`config.mk`:
```
export PLATFORM = sky130hd
export DESIGN_NAME = fwd_scoreboard
export DESIGN_NICKNAME = d
export VERILOG_FILES = /design/src/rtl/fwd_scoreboard.sv
export SDC_FILE = /design/constraint.sdc
export NUM_CORES = 1
export LEC_CHECK = 0
export BUFFER_PORTS_ARGS = -buffer_cell sky130_fd_sc_hd__buf_2
export CAP_MARGIN = 20
export CORE_MARGIN = 5
export CORE_UTILIZATION = 40
export CTS_CLUSTER_SIZE = 40
export DETAILED_ROUTE_END_ITERATION = 16
export PLACE_DENSITY = 0.76
export REMOVE_ABC_BUFFERS = 1
export SLEW_MARGIN = 20
export SYNTH_ARGS = -nofsm -noshare
export SYNTH_HDL_FRONTEND = slang
export SYNTH_SLANG_ARGS = --single-unit
```
`constraint.sdc`:
```
create_clock -name clk -period 4.5 [get_ports clk]
set_input_delay 0.9 -clock clk [delete_from_list [all_inputs] [get_ports clk]]
set_output_delay 0.9 -clock clk [all_outputs]
set_load 0.05 [all_outputs]
```
`src/rtl/fwd_scoreboard.sv`:
```
// Result-forwarding scoreboard: tracks DEPTH post-EX stages per lane, resolves operands combinationally.
// Zero-latency operand resolution; stall requests a one-cycle EX hold on a stage-1 load-use hazard.
module fwd_scoreboard #(
   parameter int LANES = 2,
   parameter int AW    = 3,
   parameter int DW    = 16,
   parameter int DEPTH = 2
) (
   input  logic                    clk,
   input  logic                    rst_n,
   input  logic                    flush,
   input  logic [LANES-1:0]        ex_valid,
   input  logic [LANES-1:0]        ex_we,
   input  logic [LANES*AW-1:0]     ex_rd,
   input  logic [LANES*DW-1:0]     ex_result,
   input  logic [LANES-1:0]        ex_is_load,
   input  logic [LANES-1:0]        ex_flag_we,
   input  logic [LANES-1:0]        ex_flag,
   input  logic [LANES*2*AW-1:0]   ex_rs,
   input  logic [LANES*2*DW-1:0]   ex_rf,
   input  logic [LANES*DW-1:0]     mem_load_data,
   output logic [LANES*2*DW-1:0]   opnd,
   output logic [LANES*2-1:0]      fwd_hit,
   output logic                    stall,
   output logic                    flag_out
);

   // Index 0 is stage 1 (youngest), index DEPTH-1 is stage DEPTH (oldest).
   logic [LANES-1:0]    r_vld [DEPTH];
   logic [LANES-1:0]    r_we  [DEPTH];
   logic [LANES-1:0]    r_ld  [DEPTH];
   logic [LANES-1:0]    r_fwe [DEPTH];
   logic [LANES-1:0]    r_flg [DEPTH];
   logic [LANES*AW-1:0] r_rd  [DEPTH];
   logic [LANES*DW-1:0] r_dat [DEPTH];
   logic                r_aflag;

   logic [AW-1:0]       w_src;
   logic                w_ld_win;
   logic [LANES*DW-1:0] w_ld_dat;
   logic                w_ret_vld;
   logic                w_ret_flag;

   // Scan oldest to youngest, low lane to high: the last match is the winner.
   always_comb begin
      opnd     = ex_rf;
      fwd_hit  = '0;
      stall    = 1'b0;
      w_src    = '0;
      w_ld_win = 1'b0;
      for (int o = 0; o < LANES*2; o++) begin
         w_src    = ex_rs[o*AW +: AW];
         w_ld_win = 1'b0;
         for (int k = DEPTH-1; k >= 0; k--) begin
            for (int l = 0; l < LANES; l++) begin
               if (r_vld[k][l] && r_we[k][l] && (r_rd[k][l*AW +: AW] == w_src) && (w_src != '0)) begin
                  opnd[o*DW +: DW] = r_dat[k][l*DW +: DW];
                  fwd_hit[o]       = 1'b1;
                  w_ld_win         = (k == 0) && r_ld[k][l];
               end
            end
         end
         if (w_ld_win && ex_valid[o/2]) stall = 1'b1;
      end
   end

   always_comb begin
      flag_out = r_aflag;
      for (int k = DEPTH-1; k >= 0; k--) begin
         for (int l = 0; l < LANES; l++) begin
            if (r_vld[k][l] && r_fwe[k][l]) flag_out = r_flg[k][l];
         end
      end
   end

   always_comb begin
      w_ret_vld  = 1'b0;
      w_ret_flag = r_aflag;
      w_ld_dat   = r_dat[0];
      for (int l = 0; l < LANES; l++) begin
         if (r_vld[DEPTH-1][l] && r_fwe[DEPTH-1][l]) begin
            w_ret_vld  = 1'b1;
            w_ret_flag = r_flg[DEPTH-1][l];
         end
         if (r_ld[0][l]) w_ld_dat[l*DW +: DW] = mem_load_data[l*DW +: DW];
      end
   end

   always_ff @(posedge clk or negedge rst_n) begin
      if (!rst_n) begin
         for (int k = 0; k < DEPTH; k++) begin
            r_vld[k] <= '0;
            r_we[k]  <= '0;
            r_ld[k]  <= '0;
            r_fwe[k] <= '0;
            r_flg[k] <= '0;
            r_rd[k]  <= '0;
            r_dat[k] <= '0;
         end
         r_aflag <= 1'b0;
      end else begin
         r_vld[0] <= (flush || stall) ? '0 : ex_valid;
         r_we[0]  <= ex_we;
         r_ld[0]  <= ex_is_load;
         r_fwe[0] <= ex_flag_we;
         r_flg[0] <= ex_flag;
         r_rd[0]  <= ex_rd;
         r_dat[0] <= ex_result;
         r_dat[1] <= w_ld_dat;
         for (int k = 1; k < DEPTH; k++) begin
            r_vld[k] <= flush ? '0 : r_vld[k-1];
            r_we[k]  <= r_we[k-1];
            r_ld[k]  <= r_ld[k-1];
            r_fwe[k] <= r_fwe[k-1];
            r_flg[k] <= r_flg[k-1];
            r_rd[k]  <= r_rd[k-1];
         end
         for (int k = 2; k < DEPTH; k++) r_dat[k] <= r_dat[k-1];
         // A flushed retirement does not commit its flag.
         if (!flush && w_ret_vld) r_aflag <= w_ret_flag;
      end
   end

endmodule

```
==> Word-level counts from Yosys, hierarchy flattened <==
Cells that the tools add are included.
{ "totals": {"output_inout_bits": 70, "inputBits": 159, "register_bits": 95} }
{ "op_classes": {"eq_ne": 16, "mux": 54, "reduce_logical": 51} }
{ "ops": {"columns": ["operator", "n"], "rows": [
  ["$mux W16", 18],
  ["$eq A3 B3 Y1", 16],
  ["$logic_and A1 B1 Y1", 45],
  ["$mux W1", 34],
  ["$reduce_bool A3 Y1", 4],
  ["$mux W2", 2],
  ["$logic_not A1 Y1", 1],
  ["$logic_or A1 B1 Y1", 1]
]} }

==> Depth between registers and ports, before layout <==
{ "logic_depth": {"depth_word": 12, "ltp_mapped": 9} }

==> Worst setup path after synthesis <==
OpenSTA, ideal clock, no wires.
{ "synth_path": {"path_type": "input -> output", "startpoint": "input ex_rs[1]", "endpoint": "output opnd[3]", "required_time_ns": 3.600, "slack_ns": 0.587, "path_stages": 6, "path_buffers": 1, "arrival_time_ns": 3.013, "path_cell_list": "buf_4 -> o21bai_1 -> a211oi_4 -> mux2_2 -> mux2i_1 -> o21ai_0"} }
{ "synth_between": {"elab_chain_len": 7} }
{ "synth_lines": {"columns": ["item", "line", "text"], "rows": [
  ["start: declaration", "19", "input logic [LANES*2*AW-1:0] ex_rs,"],
  ["$eq A3 B3 Y1", "56", "if (r_vld[k][l] && r_we[k][l] && (r_rd[k][l*AW +: AW] == w_src) && (w_src != '0)) begin"],
  ["$logic_and A1 B1 Y1 (2 in series)", "56", null],
  ["$mux W16 (3 in series)", "56", null],
  ["$mux W16 (*)", "56", null],
  ["end: declaration", "22", "output logic [LANES*2*DW-1:0] opnd,"]
]} }
Every way passes the cells marked *; elsewhere a longest branch is shown, timed or not.

==> Worst setup path after layout <==
{ "layout_path": {"startpoint": "input ex_rs[6]", "endpoint": "output opnd[32]"} }
The elaborated chain is that of the path after synthesis.

==> impl_metrics.json <==
{
  "async_flop_share_pct": 100,
  "overflow": 0,
  "die_y_um": 137,
  "vias": 6079,
  "worst_clock_skew_ns": 0.00884,
  "clock_path_buffers": 2,
  "hold_depth": 0,
  "maxSlewViolCount": 0,
  "clkSlewWorstSetupHoldPaths_ns": 0.06,
  "crit_type": "in2out",
  "antenna_found_initial": 1,
  "reg2reg_slack_ns": 2.11,
  "hpwl_um": 17600,
  "r2r_start": "r_rd[8]",
  "num_rows": 46,
  "max_freq_mhz": 246,
  "startpoint_type": "primary input",
  "fillers": 1470,
  "cts_made_buffers": 9,
  "fin_ws_ns": 0.438,
  "ys_ff_latch": 95,
  "die_area_mm2": 0.0187,
  "status": "finished, final reports clean",
  "critPathMaxFanout": 16,
  "cp.arrival_ns": 3.16,
  "total_power_w": 0.00235,
  "synth_edf_count": 0,
  "htree_levels": 3,
  "critPathLaunch": "ex_rs[6]",
  "grtUsageTotal_pct": 25.6,
  "peakVddDrop_mv": 0.195,
  "min_period_ns": 4.06,
  "required_ns": 3.60,
  "drt_iter0_drc": 622,
  "insertion_delay_ns": 0.36,
  "syn_to_final_growth_pct": 24.8,
  "yosys.area.top_type_share_pct": 37.0,
  "cts_sinks": 95,
  "setup_violations": 0,
  "antenna_left": 0,
  "p_leak_nw": 3.87,
  "place_ws_ns": 0.490,
  "cellPowerDensity_mw_per_mm2": 293,
  "grt_max_degree": 68,
  "die_x_um": 137,
  "drc": 0,
  "reg2regPathDepth": 7,
  "viasPerCell": 5.89,
  "rr_endpoint": "r_vld[2]",
  "synth_area_leader_cell": "dfrtp_1",
  "post-route-period-util_pct": 90.3,
  "grt_setup_unrepaired": "no",
  "synthDistinctLibCells": 55,
  "tightest_slew_ns": 1.12,
  "ctsHoldBuffers": 0,
  "cts_tree": "built",
  "place_congestion": 0.920,
  "syn_area_per_cell_um2": 10.7,
  "hold_path.class": "reg2reg",
  "post_cts_buffers": 0,
  "ys_seq_area_share_pct": 37.0,
  "hp-start": "r_we[2]",
  "hold_violations": 0,
  "synth_warnings": 0,
  "io-pin-count": 229,
  "synthesis.area_mm2": 0.00643,
  "slew_headroom_pct": 25.0,
  "fin_tns_setup_ns": 0,
  "crit_path_end_kind": "primary output",
  "grt_pass1_vias": 6247,
  "layout-drive-gt1-share_pct": 46.8,
  "min_to": "r_we[0]",
  "ys.flop_type": "dfrtp_1",
  "first_pass_iters": 6,
  "cts_resized": 0,
  "io_buffer_count": 228,
  "root_buffer": "clkbuf_16",
  "grt_pass1_wl_um": 35800,
  "synth_area_leaders": "dfrtp_1, mux2_2, mux2i_1",
  "avgRoutedWirePerCell_um": 23.6,
  "maxCapViolations": 0,
  "nets": 968,
  "initial_core_util_pct": 40.6,
  "core_mm2": 0.0158,
  "syn_inst": 600,
  "wl_um": 24400
}
## cells in the mapped netlist, drive strengths merged (2+ instances only)
cell     instances
mux2            97
dfrtp           95
o22ai            4
a211oi           2
nand2b           3
a22oi           64
nor3b            4
a31oi            5
nand2           15
nand3           10
o21bai           3
or3b             3
xnor2           23
inv              5
nor2b            3
buf             44
nor2            18
o211a            2
or3              5
o21ai           68
a21oi           15
nor3             2
o2111a           2
o2111ai          4
xor2             9
nand4            4
and3             2
mux2i           66
clkbuf           9
o31ai            4
## cell type report
type,instances,area (µm²),area share (%)
Clock buffer,11,253,3.15
Inverter,5,18.8,0.234
Tap cell,216,270,3.37
Antenna cell,2,5.00,0.0624
Multi-Input combinational cell,447,3700,46.1
Sequential cell,95,2380,29.6
Timing Repair Buffer,251,1340,16.7
Clock inverter,5,56.3,0.702
## report_power, final
group          internal (W)  total (W)  switching [W]
logic              0.000200   0.000558       0.000358
registers          0.000907   0.000981      0.0000736
clock network      0.000460   0.000810       0.000350
total               0.00157    0.00235       0.000782
## worst max-delay path, stage by stage
cell	delay [ns]
buf_2	0.15
xor2_1	0.15
or3_4	0.41
nor2_2	0.88
a22oi_1	0.22
o21ai_0	0.14
buf_2	0.30
## worst max path at each step
stage / endpoint / cells after the start
after floorplan: opnd[16] / 6
after global placement: opnd[32] / 7
after detailed placement: opnd[32] / 7
after CTS: opnd[32] / 7
after global routing: opnd[32] / 7
final: opnd[32] / 7
## cell usage in the layout, fill, tap and decap left out, drive strengths merged, types with 4 or more instances in the layout
cell | netlist | layout
nor2 | 18 | 18
mux2 | 97 | 97
xor2 | 9 | 9
a22oi | 64 | 64
mux2i | 66 | 66
o22ai | 4 | 4
or3 | 5 | 5
buf | 44 | 251
nor3b | 4 | 4
clkbuf | 9 | 11
xnor2 | 23 | 23
a31oi | 5 | 5
o21ai | 68 | 68
a21oi | 15 | 15
nand3 | 10 | 10
nand4 | 4 | 4
o31ai | 4 | 4
dfrtp | 95 | 95
nand2 | 15 | 15
o2111ai | 4 | 4
inv | 5 | 5
## metrics by stage
step	area, µm²	utilization, %	hold WS (ns)	instances
5_1_grt	8020	50.7	0.388	1030
6_report	8030	50.7	0.374	1032
2_1_floorplan	6090	-	0.353	547
3_3_place_gp	7710	48.7	0.361	1014
4_1_cts	8020	50.7	0.376	1030
3_5_place_dp	7710	48.7	0.362	1014
## registers in the layout, summed over array words and instances (netlist names)
name and flops:
r_vld 4, r_we 4, r_fwe 4, r_dat 64, r_flg 4, r_ld 2, r_rd 12, r_aflag 1
## metal layers
metal	routed length, µm	GRT usage (%)
met5	12	0
met1	9870	33.9
met4	660	9.31
met3	2200	5.59
met2	11600	41.2
## cell families (layout without fill, tap and decap cells)
kind of cell,Yosys count,after routing,share of synthesized area (%)
simple gates,73,73,6.89
xor+xnor,32,32,4.59
flops,95,95,37.0
mux,163,163,27.3
other cells,0,2,0
buf+inv,58,272,5.60
compound gates,179,179,18.7
Note: power is estimated with default switching activity, not from simulation.
